`config.mk`:
```
export PLATFORM = sky130hd
export DESIGN_NAME = scope_capture_ctrl
export DESIGN_NICKNAME = d
export VERILOG_FILES = /design/src/rtl/scope_capture_ctrl.sv
export SDC_FILE = /design/constraint.sdc
export NUM_CORES = 1
export LEC_CHECK = 0
export BUFFER_PORTS_ARGS = -buffer_cell sky130_fd_sc_hd__buf_2
export CELL_PAD_IN_SITES_DETAIL_PLACEMENT = 1
export CELL_PAD_IN_SITES_GLOBAL_PLACEMENT = 1
export CORE_MARGIN = 1.5
export CORE_UTILIZATION = 49
export DETAILED_ROUTE_END_ITERATION = 8
export PLACE_DENSITY = 0.74
export REMOVE_ABC_BUFFERS = 1
export SLEW_MARGIN = 0
export SYNTH_ARGS = -nofsm -noshare
export SYNTH_HDL_FRONTEND = slang
export SYNTH_SLANG_ARGS = --single-unit
```
`constraint.sdc`:
```
create_clock -name clk -period 2.9 [get_ports clk]
set_clock_uncertainty 0.15 [all_clocks]
set_input_delay 0.145 -clock clk [delete_from_list [all_inputs] [get_ports clk]]
set_output_delay 0.145 -clock clk [all_outputs]
set_load 0.02 [all_outputs]
```
`src/rtl/scope_capture_ctrl.sv`:
```
// Logic-analyser style capture controller: arm on an edge or force, sample a probe pin into a
// byte buffer, then stream the buffer out over a serial transmitter. Define SCOPE_HEADER_EN to
// prefix each frame with 0xA5 and DEPTH_BYTES-1.
module scope_capture_ctrl #(
  parameter int unsigned DEPTH_BYTES = 64,
  parameter logic [7:0]  DIV_RESET   = 8'd0
) (
  input  logic       clk,
  input  logic       rst,
  input  logic [7:0] rx_data,
  input  logic       new_rx_data,
  output logic [7:0] tx_data,
  output logic       new_tx_data,
  input  logic       tx_busy,
  input  logic       input_pin,
  output logic [1:0] state_out,
  output logic       done
);

  localparam int unsigned AW = $clog2(DEPTH_BYTES);
  localparam int unsigned IW = AW + 2;
`ifdef SCOPE_HEADER_EN
  localparam int unsigned FrameLen = DEPTH_BYTES + 2;
`else
  localparam int unsigned FrameLen = DEPTH_BYTES;
`endif
  localparam logic [IW-1:0] LastIdx = IW'(FrameLen - 1);
  localparam logic [AW-1:0] LastWr  = AW'(DEPTH_BYTES - 1);

  localparam logic [7:0] CmdArmRise = 8'h41;
  localparam logic [7:0] CmdArmFall = 8'h46;
  localparam logic [7:0] CmdForce   = 8'h4E;
  localparam logic [7:0] CmdAbort   = 8'h53;
  localparam logic [7:0] CmdSetDiv  = 8'h44;

  typedef enum logic [1:0] {
    StIdle    = 2'd0,
    StArmed   = 2'd1,
    StCapture = 2'd2,
    StSend    = 2'd3
  } state_e;

  state_e        state_q, state_d;
  logic          sync1_q, s_in_q, s_prev_q;
  logic [7:0]    div_q, div_d;
  logic          div_pend_q, div_pend_d;
  logic          falling_q, falling_d;
  logic [7:0]    tick_q, tick_d;
  logic [2:0]    bit_cnt_q, bit_cnt_d;
  logic [7:0]    shift_q, shift_d;
  logic [AW-1:0] wr_ptr_q, wr_ptr_d;
  logic [IW-1:0] rd_idx_q, rd_idx_d;
  logic          guard_q;
  logic [7:0]    last_tx_q;
  logic [7:0]    mem_q [DEPTH_BYTES];

  logic          mem_we;
  logic [7:0]    mem_wdata;
  logic [7:0]    send_byte;
  logic          edge_hit, sample, strobe, abort;

  assign edge_hit = falling_q ? (s_prev_q & ~s_in_q) : (~s_prev_q & s_in_q);
  // Tick 0 is the sampling point so the very first CAPTURE cycle takes a sample.
  assign sample   = (state_q == StCapture) && (tick_q == 8'd0);
  assign strobe   = (state_q == StSend) && !guard_q && !tx_busy;
  assign abort    = new_rx_data && (rx_data == CmdAbort);

  assign new_tx_data = strobe;
  assign done        = strobe && (rd_idx_q == LastIdx);
  assign tx_data     = strobe ? send_byte : last_tx_q;
  assign state_out   = state_q;

  always_comb begin
    send_byte = mem_q[rd_idx_q[AW-1:0]];
`ifdef SCOPE_HEADER_EN
    if (rd_idx_q == '0) begin
      send_byte = 8'hA5;
    end else if (rd_idx_q == IW'(1)) begin
      send_byte = 8'(DEPTH_BYTES - 1);
    end else begin
      send_byte = mem_q[AW'(rd_idx_q - IW'(2))];
    end
`endif
  end

  always_comb begin
    state_d    = state_q;
    div_d      = div_q;
    div_pend_d = div_pend_q;
    falling_d  = falling_q;
    tick_d     = tick_q;
    bit_cnt_d  = bit_cnt_q;
    shift_d    = shift_q;
    wr_ptr_d   = wr_ptr_q;
    rd_idx_d   = rd_idx_q;
    mem_we     = 1'b0;
    mem_wdata  = {s_in_q, shift_q[7:1]};

    unique case (state_q)
      StIdle: begin
        if (new_rx_data) begin
          if (div_pend_q) begin
            div_pend_d = 1'b0;
            if (rx_data != CmdAbort) div_d = rx_data;
          end else begin
            case (rx_data)
              CmdArmRise: begin
                state_d   = StArmed;
                falling_d = 1'b0;
              end
              CmdArmFall: begin
                state_d   = StArmed;
                falling_d = 1'b1;
              end
              CmdForce:  state_d    = StCapture;
              CmdSetDiv: div_pend_d = 1'b1;
              default: ;
            endcase
          end
        end
      end
      StArmed: begin
        if (edge_hit || (new_rx_data && rx_data == CmdForce)) state_d = StCapture;
      end
      StCapture: begin
        tick_d = (tick_q == div_q) ? 8'd0 : tick_q + 8'd1;
        if (sample) begin
          shift_d   = mem_wdata;
          bit_cnt_d = bit_cnt_q + 3'd1;
          if (bit_cnt_q == 3'd7) begin
            mem_we   = 1'b1;
            wr_ptr_d = wr_ptr_q + AW'(1);
            if (wr_ptr_q == LastWr) state_d = StSend;
          end
        end
      end
      StSend: begin
        if (strobe) begin
          if (rd_idx_q == LastIdx) state_d = StIdle;
          else                     rd_idx_d = rd_idx_q + IW'(1);
        end
      end
      default: state_d = StIdle;
    endcase

    if (abort) begin
      state_d    = StIdle;
      div_pend_d = 1'b0;
    end
    // Every path back to IDLE leaves the capture/readout pointers clean for the next frame.
    if (state_d == StIdle) begin
      tick_d    = 8'd0;
      bit_cnt_d = 3'd0;
      shift_d   = 8'd0;
      wr_ptr_d  = '0;
      rd_idx_d  = '0;
    end
  end

  always_ff @(posedge clk) begin
    if (rst) begin
      state_q    <= StIdle;
      sync1_q    <= 1'b0;
      s_in_q     <= 1'b0;
      s_prev_q   <= 1'b0;
      div_q      <= DIV_RESET;
      div_pend_q <= 1'b0;
      falling_q  <= 1'b0;
      tick_q     <= 8'd0;
      bit_cnt_q  <= 3'd0;
      shift_q    <= 8'd0;
      wr_ptr_q   <= '0;
      rd_idx_q   <= '0;
      guard_q    <= 1'b0;
      last_tx_q  <= 8'd0;
    end else begin
      state_q    <= state_d;
      sync1_q    <= input_pin;
      s_in_q     <= sync1_q;
      s_prev_q   <= s_in_q;
      div_q      <= div_d;
      div_pend_q <= div_pend_d;
      falling_q  <= falling_d;
      tick_q     <= tick_d;
      bit_cnt_q  <= bit_cnt_d;
      shift_q    <= shift_d;
      wr_ptr_q   <= wr_ptr_d;
      rd_idx_q   <= rd_idx_d;
      guard_q    <= strobe;
      if (strobe) last_tx_q <= send_byte;
    end
  end

  always_ff @(posedge clk) begin
    if (mem_we) mem_q[wr_ptr_q] <= mem_wdata;
  end

endmodule

```
Word level (Yosys, flattened, before mapping)
Memory sizes are Yosys's and may differ from the RTL's. A register that Yosys moved wholly into a read port is not among the register bits.
Index checks and enable logic that the tools add are counted.
- bits in registers: 57
- output and inout bits: 12
- memory bits (writable): 512
- memories: 1
- logic and storage cells: 84
- $add $sub $neg: 4
- reductions and logical operators: 22
- bitwise logic cells: 6
- muxes and demuxes: 24
- equal/unequal tests: 13
- memories (name ; words ; width ; read ports ; clocked after memory_dff ; write ports ; line ; source):
    mem_q ; 64 ; 8 ; 1 ; 1 ; 1 ; 55 ; logic [7:0] mem_q [DEPTH_BYTES];
- operator list (cell ; count):
    $eq A8 B7 Y1 const B ; 5
    $mux W2 ; 9
    $add A8 B1 Y8 const B ; 2
    $mux W8 ; 2
    $mux W6 ; 2
    $eq A8 B6 Y1 const B ; 1
    $eq A8 B8 Y1 ; 1
    $logic_not A8 Y1 ; 1
    $mux W1 ; 8
    $ne A8 B7 Y1 const B ; 1
    $pmux W2 S4 ; 1
    $reduce_and A4 Y1 ; 2
    $add A6 B1 Y6 const B ; 1
    $eq A6 B6 Y1 const B ; 1
    $logic_and A1 B1 Y1 ; 6
    $reduce_and A3 Y1 ; 2
    $reduce_or A2 Y1 ; 3
    $eq A2 B2 Y1 const B ; 2
    $logic_not A2 Y1 ; 2
    $not A1 Y1 ; 4
    $pmux W2 S2 ; 1
    $reduce_and A2 Y1 ; 2
    $add A3 B1 Y3 const B ; 1
    $eq A3 B3 Y1 const B ; 1
    other kinds (6) ; 8

Logic depth before layout (Yosys ltp)
- word-level depth: 10
- mapped depth: 9
- depth with buffers taken out: 7

Least setup slack after synthesis
No wires, ideal clock.
- kind: register -> register
- start: register s_in_q
- end: register tick_q[2]
- data required time: 2628 ps
- stages on the path, launching flop included: 7
- path buffers: 1
- arrival: 2620 ps
- setup time: 122 ps
- setup slack: 8 ps
- path through: dfxtp_1 and3b_1 nor4b_1 a211oi_2 o41ai_4 buf_6 a21oi_1
- longest elaborated chain between the ends: 9
- elaborated cells between the ends (all ways): 10
- those cells by class: 4 x mux; 3 x bitwise; 3 x reduce/logical
- ends and longest elaborated chain (element ; line ; source):
    from (decl) ; 44 ; logic sync1_q, s_in_q, s_prev_q;
    from (signal assigned) ; 179 ; s_in_q <= sync1_q;
    $not A1 Y1 ; 62 ; assign edge_hit = falling_q ? (s_prev_q & ~s_in_q) : (~s_prev_q & s_in_q);
    $and A1 B1 Y1 ; 62 ;
    $mux W1 * ; 62 ;
    $logic_or A1 B1 Y1 * ; 123 ; if (edge_hit || (new_rx_data && rx_data == CmdForce)) state_d = StCapture;
    $mux W2 * ; 123 ;
    $pmux W2 S4 * ; 99 ; unique case (state_q)
    $mux W2 * ; 146 ; if (abort) begin
    $logic_not A2 Y1 * ; 151 ; if (state_d == StIdle) begin
    $reduce_or A2 Y1 (no line) * ; - ;
    to (signal assigned) ; 184 ; tick_q <= tick_d;
    to (decl) ; 48 ; logic [7:0] tick_q, tick_d;
Mark *: on every way between the ends. The rest lies on a longest branch, timed or not.
A chain may end at the register's enable or synchronous reset.

==> flow_summary_export.csv <==
group,metric,value,unit
clock_tree,numCtsBuffers,57,
floorplanning,die_x,219,um
floorplanning,die_area,0.0480,mm2
yosys,synthAdderAreaFrac,0.00328,
clock_tree,ctsRootBufferMaster,"clkbuf_16",
layout,nets,1690,
setup_path,path_cells,"buf_12, buf_12, buf_16, mux2i_1, o211ai_1, nor3_2, nand4_1, and3_4, buf_6",
yosys,synth_flop_cell,"edfxtp_1",
power_and_ir_drop,leakagePower,8.75,nW
route,firstDrtPassIters,5,
setup_path,cp_data_required_time,2610,ps
floorplanning,rows,78,
setup_path,r2r.worst_path.cells,7,
layout,drive_gt1_frac,0.257,
global_route,grt_pass1_wl,96600,um
clock_tree,clk_pin_slew,60,ps
setup_path,cpMostUsedCell,"buf_12",
yosys,ys_types,58,
route,num_vias,14050,
yosys,synthSimpleGateAreaFrac,0.0787,
route,routed_via_density,6.06,
clock_tree,h-tree-depth,2,
global_route,overflow,0,
setup_path,worst_ep_arrival_time,2750,ps
timing,max_freq,329,MHz
setup_path,cp_slowest_cell,"dfxtp_4",
power_and_ir_drop,p_clk_frac,0.458,
clock_tree,cts_tree,"built",
yosys,synth_top_area_cell,"edfxtp_1",
placed_design,dpl.hpwl,39000,um
power_and_ir_drop,p_sw,3.19,mW
clock_tree,clockBufferDepth,3,
global_route,grt_pass1_vias,14860,
floorplanning,core,0.0457,mm2
power_and_ir_drop,swShare,0.193,
timing,hold_viol,0,
timing,rsz0062_at_grt,"true",
timing,setup_violations,8,
timing,setup_ws,-140,ps
timing,finalMaxSlewViolations,0,
layout,final_core_util,0.618,
yosys,synth_top_family_by_area,"multiplexers",
power_and_ir_drop,p_per_area,585,mW/mm2
yosys,yosys-top-cells-area,"edfxtp_1, mux2i_1, dfxtp_1",
placed_design,portBuffers,24,
yosys,synthArstFlopShare,0,
global_route,antenna_found_initial,0,
setup_path,endpoint_kind,"output port",
timing,worst_slew_pin_slew,713,ps
yosys,avgSynthCellArea,15.6,um2
global_route,grt_max_degree,49,
yosys,synth_compound_area_frac,0.0490,
power_and_ir_drop,seqPwrFrac,0.537,
yosys,netlist_instances,1469,
setup_path,critical-path-max-stage-delay,390,ps
yosys,synthesis.area,0.0229,mm2
yosys,synth-edff-count,512,
route,drtIter0Drc,1215,
worst_hold_path,hp-class,"in -> reg",
worst_hold_path,worstHoldPathCells,4,
setup_path,critical_path_class,"reg -> out",
placed_design,routabilityCongestion,0.825,
global_route,grt_util_all_layers,0.279,
layout,final_area,0.0282,mm2
yosys,ys_warn_count,0,
power_and_ir_drop,irDropWorstVdd,388,uV
status,violations,"negative setup slack",
clock_tree,clock-sinks,574,
yosys,synth_top_area_share,0.672,
yosys,yosysSeqAreaShare,0.726,
yosys,ys_ff_latch,574,
route,drt_wl_total,66900,um
timing,period_needed,3040,ps
route,drc,0,
global_route,grt_util_met3,0.0468,
status,status,"finished, violations left",
setup_path,critPathMaxFanout,16,
route,ant_nets,0,
timing,max_slew_margin,0.524,
power_and_ir_drop,power.internal,13.3,mW
global_route,grtUsageMet2,0.470,
floorplanning,ios,25,
timing,hold_slack,259,ps
floorplanning,initial_core_util,0.501,
global_route,met1_usage,0.358,
yosys,synth_mux_area_frac,0.116,
layout,areaGrowthSynthToFinish,23.4,%
run,maxCapViolCount,0,
route,wl_per_cell,28.8,um
timing,fin_crit_sh,1.05,
yosys,synth_xor_area_frac,0.00881,
placed_design,post_dp_cell_area,0.0245,mm2
global_route,busiest_layer,"met2",
setup_path,startpoint_type,"flip-flop",
power_and_ir_drop,pwr-share-comb,0.004,
floorplanning,die-height,219,um
clock_tree,clk_latency,610,ps
## power groups by stage
stage	Clock (mW)	Combinational, mW	Sequential, mW
2_1_floorplan	0	0.0146	9.06
3_3_place_gp	0	0.0547	9.05
3_5_place_dp	0	0.0574	9.06
4_1_cts	7.63	0.0711	8.88
5_1_grt	7.93	0.0770	8.87
6_report	7.57	0.0728	8.87
## Yosys cell counts, types with 11 or more instances
| master | number |
|---|---|
| mux2i_1 | 263 |
| xor2_1 | 15 |
| nor2b_1 | 12 |
| nor2_1 | 149 |
| dfxtp_1 | 62 |
| clkbuf_1 | 39 |
| nand2_1 | 39 |
| a21oi_1 | 17 |
| buf_2 | 34 |
| and4_1 | 15 |
| nand4_1 | 11 |
| nand3_1 | 47 |
| nor4_1 | 15 |
| edfxtp_1 | 512 |
| nor3_1 | 21 |
| o22ai_1 | 48 |
| a22oi_1 | 64 |
## state kept, by name, indices dropped and copies added (netlist names), 2 cells and up, named ones only
name / flops
bit_cnt_q: 3
div_q: 8
last_tx_q: 8
mem_q: 512
rd_idx_q: 8
shift_q: 7
state_out: 2
tick_q: 8
wr_ptr_q: 6
## critical path, delay by kind of cell, from the launching register on
family                 cells  cell delay [ps]
and+or+nand+nor            3              700
AOI/OAI and AO/OA          1              140
buffers and inverters      4              610
muxes                      1              290
DFF                        1              390
## cell families (layout without fill, tap and decap cells)
| logic type | count (synthesis) | in the layout |
|---|---|---|
| AOI/OAI and AO/OA | 160 | 160 |
| xor gates and xnor gates | 23 | 23 |
| muxes | 264 | 264 |
| other | 0 | 1 |
| DFF | 574 | 574 |
| and+or+nand+nor | 352 | 352 |
| adders and majority gates | 6 | 6 |
| buffers and inverters | 90 | 338 |
## final cells by class
cell class / count / area [um2]
clock inverter: 33 / 335
sequential: 574 / 16600
antenna: 1 / 2.50
clock buffer: 72 / 1570
timing repair buffer: 227 / 2340
fill: 4092 / 17400
multi-input combinational: 805 / 6570
tap: 600 / 751
inverter: 6 / 27.5
## repair_timing
item / CTS / global route
endpoints found under the setup margin: 8 / 79
pin swaps: 43 / 23
buffers inserted: 28 / 16
cloned: 11 / 1
resized for setup: 143 / 47
hold endpoints to repair: 20 / 0
hold buffers: 22 / 0
## cell usage in the layout, fill, tap and decap left out, drive strengths merged, types with 7 or more instances in the layout
cell type	count
nor3	21
a21oi	22
mux2i	263
nand4	11
nor2b	12
nor2	149
edfxtp	512
o21ai	8
dfxtp	62
nand2	39
buf	203
nand3	47
dlygate4sd3	22
o211ai	8
bufinv	7
xnor2	8
a22oi	64
clkbuf	73
xor2	15
nor4	17
clkinv	24
and4	15
o22ai	48
## worst paths after layout
check / end / slack [ps] / startpoint
setup / recovery: tx_data[6] / -140 / flip-flop
hold / removal: div_q[6]$_SDFFE_PP0P_ / 260 / rx_data[6]
setup reg to reg: mem_q[46][7]$_DFFE_PP_ / 120 / state_out[1]$_SDFF_PP0_
hold reg to reg: s_in_q$_SDFF_PP0_ / 290 / sync1_q$_SDFF_PP0_
## per-stage QoR
| stage | setup TNS [ps] | setup slack, ps | power, mW | cells |
|---|---|---|---|---|
| floorplan | -133510 | -7380 | 9.08 | 1385 |
| finish | -689 | -140 | 16.5 | 2318 |
| global route | -5120 | -200 | 16.9 | 2317 |
| detailed placement | 0 | 86.7 | 9.11 | 2135 |
| CTS | -577 | -112 | 16.6 | 2300 |
| global placement | 0 | 157 | 9.11 | 2135 |
## layer usage
| metal | vias up | wire [um] |
|---|---|---|
| li1 | 6107 | - |
| met1 | 7306 | 26900 |
| met2 | 511 | 33500 |
| met3 | 126 | 3990 |
| met4 | 0 | 2540 |
| met5 | - | 0 |
Note: power is estimated with default switching activity, not from simulation.
